### config.mk
export PLATFORM = sky130hd
export DESIGN_NAME = axi_rd_burst_splitter
export DESIGN_NICKNAME = d
export VERILOG_FILES = /design/src/rtl/axi_split_pkg.sv /design/src/rtl/axi_split_flag_fifo.sv /design/src/rtl/axi_rd_burst_splitter.sv
export SDC_FILE = /design/constraint.sdc
export NUM_CORES = 1
export LEC_CHECK = 0
export CORE_AREA = 2 2 466 468
export DETAILED_ROUTE_END_ITERATION = 10
export DIE_AREA = 0 0 468 470
export REMOVE_ABC_BUFFERS = 1
export SYNTH_ARGS = -nofsm -noshare
export SYNTH_HDL_FRONTEND = slang
export SYNTH_SLANG_ARGS = --single-unit
### constraint.sdc
create_clock -name aclk -period 5.98 [get_ports aclk]
set_clock_uncertainty 0.05 [all_clocks]
set_input_delay 0.897 -clock aclk [delete_from_list [all_inputs] [get_ports aclk]]
set_output_delay 0.897 -clock aclk [all_outputs]
set_load 0.005 [all_outputs]
### src/rtl/axi_split_pkg.sv
// Shared constants, FSM state type and sub-burst length helper for the AXI read burst splitter.
package axi_split_pkg;

    localparam int BEAT_BYTES     = 64;
    localparam int BOUNDARY_BYTES = 4096;

    typedef enum logic [0:0] {
        IDLE,
        ISSUE
    } split_state_e;

    function automatic logic [12:0] min3(input logic [12:0] a, input logic [12:0] b,
                                         input logic [12:0] c);
        logic [12:0] m;
        m = (a < b) ? a : b;
        return (m < c) ? m : c;
    endfunction

endpackage

### src/rtl/axi_split_flag_fifo.sv
// One-bit flag FIFO holding the "last sub-burst of the parent burst" marker per issued sub-burst.
module axi_split_flag_fifo #(
    parameter int DEPTH = 8
) (
    input  logic clk,
    input  logic rst_n,
    input  logic push,
    input  logic din,
    input  logic pop,
    output logic dout,
    output logic full,
    output logic empty
);
    localparam int PW = (DEPTH > 1) ? $clog2(DEPTH) : 1;
    localparam int CW = $clog2(DEPTH + 1);

    logic [DEPTH-1:0] mem;
    logic [PW-1:0]    wr_ptr;
    logic [PW-1:0]    rd_ptr;
    logic [CW-1:0]    count;
    logic             wr_ok;
    logic             rd_ok;

    function automatic logic [PW-1:0] ptr_inc(input logic [PW-1:0] p);
        return (p == PW'(DEPTH - 1)) ? '0 : p + PW'(1);
    endfunction

    assign full  = (count == CW'(DEPTH));
    assign empty = (count == '0);
    assign dout  = mem[rd_ptr];

    // A pop frees a slot in the same cycle, so a push is still taken when full.
    assign rd_ok = pop && !empty;
    assign wr_ok = push && (!full || rd_ok);

    always_ff @(posedge clk or negedge rst_n) begin
        if (!rst_n) begin
            mem    <= '0;
            wr_ptr <= '0;
            rd_ptr <= '0;
            count  <= '0;
        end else begin
            if (wr_ok) begin
                mem[wr_ptr] <= din;
                wr_ptr      <= ptr_inc(wr_ptr);
            end
            if (rd_ok) begin
                rd_ptr <= ptr_inc(rd_ptr);
            end
            case ({wr_ok, rd_ok})
                2'b10:   count <= count + CW'(1);
                2'b01:   count <= count - CW'(1);
                default: count <= count;
            endcase
        end
    end

endmodule

### src/rtl/axi_rd_burst_splitter.sv
// Splits AXI4 read bursts at 4 KiB boundaries and MAX_BEATS, re-forming one rlast per parent burst.
// Optional AXI_RD_SPLIT_STATS_EN adds saturating burst, sub-burst and FIFO-stall counters.
module axi_rd_burst_splitter
    import axi_split_pkg::*;
#(
    parameter int ADDR_W      = 64,
    parameter int DATA_W      = BEAT_BYTES * 8,
    parameter int MAX_BEATS   = 64,
    parameter int OUTSTANDING = 8
) (
    input  logic              aclk,
    input  logic              aresetn,
    input  logic              s_axi_arvalid,
    output logic              s_axi_arready,
    input  logic [ADDR_W-1:0] s_axi_araddr,
    input  logic [7:0]        s_axi_arlen,
    input  logic [2:0]        s_axi_arsize,
    output logic              s_axi_rvalid,
    input  logic              s_axi_rready,
    output logic [DATA_W-1:0] s_axi_rdata,
    output logic [1:0]        s_axi_rresp,
    output logic              s_axi_rlast,
    output logic              m_axi_arvalid,
    input  logic              m_axi_arready,
    output logic [ADDR_W-1:0] m_axi_araddr,
    output logic [7:0]        m_axi_arlen,
    output logic [2:0]        m_axi_arsize,
    input  logic              m_axi_rvalid,
    output logic              m_axi_rready,
    input  logic [DATA_W-1:0] m_axi_rdata,
    input  logic [1:0]        m_axi_rresp,
    input  logic              m_axi_rlast
`ifdef AXI_RD_SPLIT_STATS_EN
    ,
    output logic [31:0]       stat_bursts,
    output logic [31:0]       stat_subbursts,
    output logic [31:0]       stat_fifo_full_cycles
`endif
);
    localparam int BB  = DATA_W / 8;
    localparam int BSH = $clog2(BB);

    split_state_e      state;
    split_state_e      nxt;
    logic [ADDR_W-1:0] addr;
    logic [8:0]        rem;
    logic [7:0]        len;
    logic              ar_rdy;

    logic              s_hs;
    logic              m_hs;
    logic [8:0]        sub;
    logic              last_sub;
    logic [ADDR_W-1:0] src_addr;
    logic [8:0]        src_rem;
    logic [12:0]       bnd_beats;
    logic [8:0]        nsub;

    logic              fifo_head;
    logic              fifo_full;
    logic              fifo_empty;
    logic              fifo_pop;
    logic              unused_arsize;

    assign unused_arsize = ^s_axi_arsize;

    assign sub      = {1'b0, len} + 9'd1;
    assign last_sub = (rem == sub);
    assign s_hs     = s_axi_arvalid && ar_rdy;
    assign m_hs     = m_axi_arvalid && m_axi_arready;

    assign s_axi_arready = ar_rdy;
    assign m_axi_arvalid = (state == ISSUE) && !fifo_full;
    assign m_axi_araddr  = addr;
    assign m_axi_arlen   = len;
    assign m_axi_arsize  = 3'(BSH);

    always_comb begin
        nxt = state;
        case (state)
            IDLE:    if (s_hs) nxt = ISSUE;
            ISSUE:   if (m_hs && last_sub) nxt = IDLE;
            default: nxt = IDLE;
        endcase
    end

    // The length register is loaded one step ahead, from the new burst in IDLE or
    // from the post-handshake address/remainder in ISSUE, so m_arlen comes from a flop.
    always_comb begin
        src_addr = addr + (ADDR_W'(sub) << BSH);
        src_rem  = rem - sub;
        if (state == IDLE) begin
            src_addr = s_axi_araddr & ~ADDR_W'(BB - 1);
            src_rem  = {1'b0, s_axi_arlen} + 9'd1;
        end
        bnd_beats = (13'(BOUNDARY_BYTES) - {1'b0, src_addr[11:0]}) >> BSH;
        nsub      = 9'(min3(13'(src_rem), bnd_beats, 13'(MAX_BEATS)));
    end

    always_ff @(posedge aclk or negedge aresetn) begin
        if (!aresetn) begin
            state  <= IDLE;
            ar_rdy <= 1'b0;
            addr   <= '0;
            rem    <= '0;
            len    <= '0;
        end else begin
            state  <= nxt;
            ar_rdy <= (nxt == IDLE);
            if (s_hs || (m_hs && !last_sub)) begin
                addr <= src_addr;
                rem  <= src_rem;
                len  <= 8'(nsub - 9'd1);
            end
        end
    end

    assign fifo_pop = m_axi_rvalid && m_axi_rready && m_axi_rlast;

    axi_split_flag_fifo #(
        .DEPTH (OUTSTANDING)
    ) u_flags (
        .clk   (aclk),
        .rst_n (aresetn),
        .push  (m_hs),
        .din   (last_sub),
        .pop   (fifo_pop),
        .dout  (fifo_head),
        .full  (fifo_full),
        .empty (fifo_empty)
    );

    assign s_axi_rvalid = m_axi_rvalid;
    assign m_axi_rready = s_axi_rready;
    assign s_axi_rdata  = m_axi_rdata;
    assign s_axi_rresp  = m_axi_rresp;
    assign s_axi_rlast  = m_axi_rlast && !fifo_empty && fifo_head;

    // Read data with no sub-burst outstanding means the downstream broke the protocol.
    r_without_ar: assert property (@(posedge aclk) disable iff (!aresetn)
        !(m_axi_rvalid && fifo_empty));

`ifdef AXI_RD_SPLIT_STATS_EN
    always_ff @(posedge aclk or negedge aresetn) begin
        if (!aresetn) begin
            stat_bursts           <= '0;
            stat_subbursts        <= '0;
            stat_fifo_full_cycles <= '0;
        end else begin
            if (s_hs && stat_bursts != '1)
                stat_bursts <= stat_bursts + 32'd1;
            if (m_hs && stat_subbursts != '1)
                stat_subbursts <= stat_subbursts + 32'd1;
            if (state == ISSUE && fifo_full && stat_fifo_full_cycles != '1)
                stat_fifo_full_cycles <= stat_fifo_full_cycles + 32'd1;
        end
    end
`endif

endmodule

==> metrics, run 1 <==
drt via density=2.77; setup bufs post-CTS=0; status=completed; most frequent cell after synthesis=buf_4; Yosys warnings=0; first-pass GRT wire length=363 mm; Final setup viols=0; # port buffers=149; crit end category=flop; hold_buf cts=0; Resize count post-CTS=0; CTS Sinks=101; die width=468 um; reg2reg setup slack=0.33 ns; layout cell share with drive strength beyond 1=6.48%; Cell Chain, Critical Path=ha_1 -> inv_1 -> fa_1 -> and3b_1 -> a41o_1 -> or3b_2 -> xnor2_1 -> ha_1 -> o21ai_0 -> o21ai_0 -> nor4_1 -> o21bai_1 -> a2111o_1 -> mux2i_1 -> ha_1 -> inv_1 -> o31ai_1 -> o21ai_0 -> o21ai_0 -> o221ai_1; fin cells=3,842; #FFs+latches synth=101; drt total wl=343 mm; pre-CTS WS=0.403 ns; Reg2Reg Depth=20; Slew headroom=27.7%; CP arrival=5.85 ns; syn_area_per_cell=8.16 um^2; pwr dens=493 mW/mm^2; clock latency on the worst-skew pair=0.39 ns; DP HPWL=335 mm; DR pass1 iterations=8; Final Cycle Share=94.5%; worst slew pin tran=1.08 ns; Reg-to-Reg End=m_axi_arlen[4]; area leader, netlist=buf_4; drt initial violations=1,036; Synth Instances=1,367; Tot Pwr=6210 uW; core footprint=0.216 mm^2; Fin. Hold Viols=0; initial antenna violation count=14; post-synth top area share=34.9%; Filler Cell Count=25,468; CTS tree=done; Req. time, crit path=6.18 ns; CP max FO=5; Period minus WS final=5.65 ns; ys flop type=dfrtp_1; Starting Density=5.17%; most used cell, CP=o21ai_0; Reg clk slew, reported paths=0.08 ns; Startpoint Class=flop; row count=171; Remaining Overflow, GRT=0; most common library cells after synthesis=buf_4 (519), dfrtp_1 (101), nand2_1 (94), a21oi_1 (74), nor2_1 (54); max-capacitance violation count=0; unrepaired setup endpoints after global routing=no; number of library cell types mapped by synthesis=76; fin. max-slew vios=0; Hold Path Depth=2; num ports=1,190; slowest library cell on the worst path=fa_1; leading post-synthesis cells by cell area=buf_4 (35%), dfrtp_1 (23%), ha_1 (3.8%); Mapped Area=0.0112 mm^2; total track usage=30.3%; clk buf depth=2; VDD IR max=0.339 mV; clock buffer count from CTS=9; dpl cells=3,825; Die Span Y=470 um; setup TNS=0 ns; Max Clk Rate=177 MHz; Setup CP Type=reg2reg; PnR worst setup slack=0.329 ns; nets@finish=1,615; largest net degree at the start of global routing=59; sequential share of the synthesized area=22.7%; Worst Hold Class=reg2reg; largest stage delay on the critical path=0.58 ns; Layout area overhead=12.8%; Post-synth EDFFs=0; ys async rst share=100%; Routed Antenna Nets=0; drt wl/cell=89.4 um; worst hold endpoint=rem[3]; Die ar.=0.220 mm^2; gp weighted congestion=1.32; Static Leakage=0.00398 uW; Hold Path Origin=rem[3]; vias in the first global route=8,518; worst reg2reg path startpoint=m_axi_arlen[0]; DRC viols=0; clk root buf=clkbuf_16; routed via count=10,659; CTS H-tree lvls=3
==> placed cells by master, fill, tap and decap left out, types with 15 or more instances in the layout <==
master and instances:
a21oi_1 74, and3_1 21, buf_4 17, clkdlybuf4s50_1 148, dfrtp_1 100, ha_1 34, inv_1 30, mux2i_1 32
nand2_1 93, nand3_1 38, nand4_1 16, nor2_1 54, nor3_1 15, o21ai_0 43, o22ai_1 41, xnor2_1 23
==> worst max-delay path: cells and delay by family, from the launching register on <==
| family | cells | cell delay, ns |
|---|---|---|
| DFF | 1 | 0.44 |
| and+or+nand+nor | 3 | 1.06 |
| buffers and inverters | 2 | 0.21 |
| xor gates and xnor gates | 1 | 0.34 |
| muxes | 1 | 0.23 |
| AOI/OAI and AO/OA | 9 | 1.68 |
| adders and majority gates | 4 | 1.52 |
==> registers in the layout, summed over array words and instances (netlist names) <==
name	count
state	1
u_flags.count	4
m_axi_arlen	8
m_axi_araddr	64
u_flags.rd_ptr	3
u_flags.mem	8
s_axi_arready	1
rem	9
u_flags.wr_ptr	3
==> kinds of logic (layout without fill, tap and decap cells) <==
family | Yosys count | after routing | share of synthesized area (%)
xor+xnor | 34 | 34 | 2.67
fa+ha+maj | 37 | 37 | 4.35
buf+inv | 592 | 211 | 37.6
compound gates | 253 | 253 | 14.8
other cells | 2 | 4 | 0.0673
simple gates | 309 | 309 | 14.1
mux | 39 | 39 | 3.78
flops | 101 | 101 | 22.7
==> routing by layer <==
metal	up-vias	global-route usage, %	share of wire [%]
met4	88	21.5	9.0
met3	291	46.4	32
met5	-	27.3	2.4
met2	2433	54.9	51
met1	4450	3.97	5.4
li1	3397	-	-
==> layout make-up <==
| cell class | count | area, um^2 | share of cell area [%] |
|---|---|---|---|
| diodes | 1 | 2.50 | 0.0199 |
| clock buffers | 10 | 229 | 1.82 |
| clock inverters | 6 | 57.6 | 0.457 |
| inverters | 30 | 113 | 0.895 |
| multi-input cells | 675 | 4470 | 35.6 |
| flip-flops and latches | 101 | 2530 | 20.1 |
| well taps | 2854 | 3570 | 28.4 |
| repair buffers | 165 | 1610 | 12.8 |
==> worst max path at each step <==
| stage | slack [ns] | cells past startpoint | from | endpoint |
|---|---|---|---|---|
| after floorplan | -0.50 | 6 | state | m_axi_araddr[0] |
| after global placement | 0.49 | 20 | m_axi_arlen[0] | m_axi_arlen[4] |
| after detailed placement | 0.40 | 20 | m_axi_arlen[0] | m_axi_arlen[4] |
| after CTS | 0.37 | 20 | m_axi_arlen[0] | m_axi_arlen[4] |
| after global routing | 0.06 | 20 | m_axi_arlen[0] | m_axi_arlen[4] |
| final | 0.33 | 20 | m_axi_arlen[0] | m_axi_arlen[4] |
==> report_power, final <==
group          leakage, uW  internal, uW  switching [uW]
clock             0.000132           291             327
sequential         0.00128           886             247
combinational      0.00257          1870            2580
total              0.00398          3050            3160
==> through the flow <==
step | hold WS, ns | instance area (um^2) | util, %
final | 0.442 | 12600 | 5.84
after global routing | 0.466 | 12600 | 5.83
after CTS | 0.440 | 12600 | 5.83
after detailed placement | 0.422 | 12300 | 5.70
after global placement | 0.406 | 12300 | 5.70
after floorplan | 0.395 | 7080 | -
Note: power is estimated with default switching activity, not from simulation.
==> inputs of run 2 (changes only) <==
- CORE_AREA: 2 2 466 468 -> 2 2 458 460
- CTS_BUF_LIST: unset -> sky130_fd_sc_hd__clkbuf_4
- DIE_AREA: 0 0 468 470 -> 0 0 460 462
==> run 2 against run 1 <==
Net effect: die area decreased by 3.4%; worst setup slack improved by 0.096 ns; count of clock-buffer cells in the layout decreased by 1; critical path depth increased by 1; power decreased by 4.2%; cell count decreased by 3.5%; global-route usage increased by 1.1 points; sequential power about the same; non-clock buffer count decreased by 4; sequential cell count unchanged; cell area decreased by 2.7%; routed wire length increased by 0.45%; largest power group unchanged.
==> metrics, run 2 (synthesis gave the netlist of run 1 again) <==
Filler Cell Count=24,549 (-3.6%); clk buf depth=2 (unchanged); WL met1=19.2 mm (+3.6%); clock buffer count from CTS=9 (unchanged); commonest cells after routing, fill and taps aside=clkdlybuf4s50_1 (148), dfrtp_1 (100), nand2_1 (93), a21oi_1 (74), nor2_1 (54); Routed Antenna Nets=0 (unchanged); VDD IR max=0.303 mV (-11%); routed via count=11,282 (+5.8%); Final Cycle Share=92.9% (-1.6 points); initial antenna violation count=13 (-1); num ports=1,190 (unchanged); pwr dens=485 mW/mm^2 (-1.6%); clock share of power=6.8% (-3.2 points); row count=168 (-1.8%); status=completed; largest net degree at the start of global routing=53 (-10%); unrepaired setup endpoints after global routing=no; Resize count post-CTS=0 (unchanged); setup bufs post-CTS=0 (unchanged); Startpoint Class=flop; NetSw=3100 uW (-1.9%); Die Span Y=462 um (-1.7%); die width=460 um (-1.7%); Reg clk slew, reported paths=0.21 ns (+0.13 ns); drt initial violations=1,621 (+56%); Layout area overhead=9.84%; DR pass1 iterations=5 (-3); worst reg2reg path startpoint=m_axi_arlen[0]; drt wl/cell=93.1 um (+4.1%); DRC viols=0 (unchanged); Worst Hold Class=in2async; nets@finish=1,611 (-0.25%); Reg area=0.00253 mm^2 (unchanged); part of the power in registers=19.0% (+0.7 points); Slew headroom=24.1% (-3.5 points); Period minus WS final=5.55 ns (-0.0959 ns); Final setup viols=0 (unchanged); first-pass GRT wire length=362 mm (-0.23%); total track usage=31.4% (+1.1 points); hold_buf cts=0 (unchanged); clk root buf=clkbuf_4; CP arrival=5.95 ns (+0.10 ns); worst slew pin tran=1.13 ns (+0.0489 ns); core footprint=0.208 mm^2 (-3.5%); drt total wl=345 mm (+0.45%); max reg flops=64 (unchanged); DP HPWL=336 mm (+0.27%); gp weighted congestion=1.26 (-4.4%); Remaining Overflow, GRT=0 (unchanged); layout cell share with drive strength beyond 1=6.41% (-0.075 points); largest stage delay on the critical path=0.58 ns (about the same); switch share=52.1% (+1.2 points); Fin. Hold Viols=0 (unchanged); pre-CTS WS=0.381 ns (-0.0218 ns); Static Leakage=0.00391 uW (-1.8%); Starting Density=5.36% (+0.19 points); WL met2=179 mm (+2.1%); Multi-input gate area=0.00448 mm^2 (+0.22%); top routing layer in use=met5; crit end category=flop; PnR worst setup slack=0.425 ns (+0.0959 ns); Max Clk Rate=180 MHz (+1.7%); CTS H-tree lvls=3 (unchanged); CP max FO=5 (unchanged); Die ar.=0.213 mm^2 (-3.4%); drt via density=3.04 (+9.7%); max-capacitance violation count=0 (unchanged); Bufs and invs on worst path=2 (unchanged); Largest delay share family, worst path=compound AO/OA/AOI/OAI gates; Cell Chain, Critical Path=ha_1 -> inv_1 -> fa_1 -> and3b_1 -> a41o_1 -> or3b_2 -> nor2_1 -> xnor2_1 -> ha_1 -> nor2_1 -> o21ai_0 -> nor4_1 -> o21bai_1 -> a2111o_1 -> mux2i_1 -> ha_2 -> inv_1 -> o31ai_1 -> o21ai_0 -> o21ai_0 -> o221ai_1; Pint=2850 uW (-6.6%); commonest non-fill, non-tap cell in the layout=clkdlybuf4s50_1; DR WL met3=111 mm (about the same); Setup CP Type=reg2reg; worst setup path start=m_axi_arlen[0]; slowest library cell on the worst path=fa_1; vias in the first global route=8,349 (-2.0%); CTS Sinks=101 (unchanged); # port buffers=149 (unchanged); CTS tree=done; Req. time, crit path=6.37 ns (+0.19 ns); clock latency on the worst-skew pair=0.56 ns (+0.17 ns); worst hold margin=0.301 ns (-0.141 ns); Gate power share=74.1% (+2.3 points); most used cell, CP=o21ai_0; fin. max-slew vios=0 (unchanged)
[run 2: cell count changes in the layout (fill, tap and decap cells not counted), sizes merged]
| cell | before | now |
|---|---|---|
| buf | 17 | 13 |
| clkbuf | 10 | 9 |
| diode | 1 | 4 |
| clkinvlp | 2 | 0 |
| inv | 32 | 34 |
| clkinv | 2 | 3 |
[run 2: area by class of cell]
| cell class | instances | area share, % |
|---|---|---|
| Multi-Input combinational cell | 675 | 36.6 |
| Tap cell | 2720 | 27.8 |
| Sequential cell | 101 | 20.6 |
| Timing Repair Buffer | 161 | 12.9 |
| Inverter | 30 | 0.919 |
| Clock buffer | 9 | 0.552 |
| Clock inverter | 7 | 0.531 |
| Antenna cell | 4 | 0.0817 |
[run 2: path summary, 6_finish.rpt]
kind	end	slack, ns	cells after the start
max in group asynchronous	state	4.24	2
min in group aclk	rem[4]	0.46	2
min reg2reg	rem[4]	0.46	2
max reg2reg	m_axi_arlen[4]	0.43	21
min	m_axi_araddr[46]	0.30	1
max	m_axi_arlen[4]	0.43	21
[run 2: power by group through the flow]
stage | Clock [uW] | Sequential [uW] | Combinational [uW]
floorplan | 0 | 1110 | 2910
global placement | 0 | 1130 | 4320
detailed placement | 0 | 1140 | 4340
CTS | 422 | 1120 | 4360
global route | 444 | 1160 | 4830
finish | 406 | 1130 | 4410
[run 2: worst reg2reg max path, stage by stage, from the launching register on]
cell and delay (ns):
dfrtp_1 0.47, ha_1 0.39, inv_1 0.13, fa_1 0.58, and3b_1 0.23, a41o_1 0.23, or3b_2 0.51, nor2_1 0.17
xnor2_1 0.14, ha_1 0.25, nor2_1 0.09, o21ai_0 0.12, nor4_1 0.31, o21bai_1 0.14, a2111o_1 0.44, mux2i_1 0.24
ha_2 0.27, inv_1 0.09, o31ai_1 0.22, o21ai_0 0.10, o21ai_0 0.15, o221ai_1 0.13
[run 2: per-stage QoR]
step / cell area, um^2 / std cells / total power [uW] / TNS, ns / util, %
6_report: 12300 / 3707 / 5940 / 0 / 5.89
5_1_grt: 12200 / 3704 / 6430 / 0 / 5.88
4_1_cts: 12200 / 3703 / 5910 / 0 / 5.88
3_5_place_dp: 12100 / 3687 / 5470 / 0 / 5.81
3_3_place_gp: 12100 / 3687 / 5440 / 0 / 5.81
2_1_floorplan: 7080 / 806 / 4020 / -22.03 / -
[run 2: layer usage]
layer  track usage [%]  vias up
li1                  -     3398
met1              4.14     4694
met2              58.0     2842
met3              48.1      268
met4              20.9       80
met5              29.0        -
==> inputs of run 3 (changes only) <==
- CORE_AREA: 2 2 458 460 -> 2 2 466 468
- CTS_BUF_LIST: sky130_fd_sc_hd__clkbuf_4 -> unset
- CTS_CLUSTER_DIAMETER: unset -> 40
- DIE_AREA: 0 0 460 462 -> 0 0 468 470
- SLEW_MARGIN: unset -> 20
==> results of run 3 <==
Same layout as run 1: the final DEF is identical, and so are final timing and power.
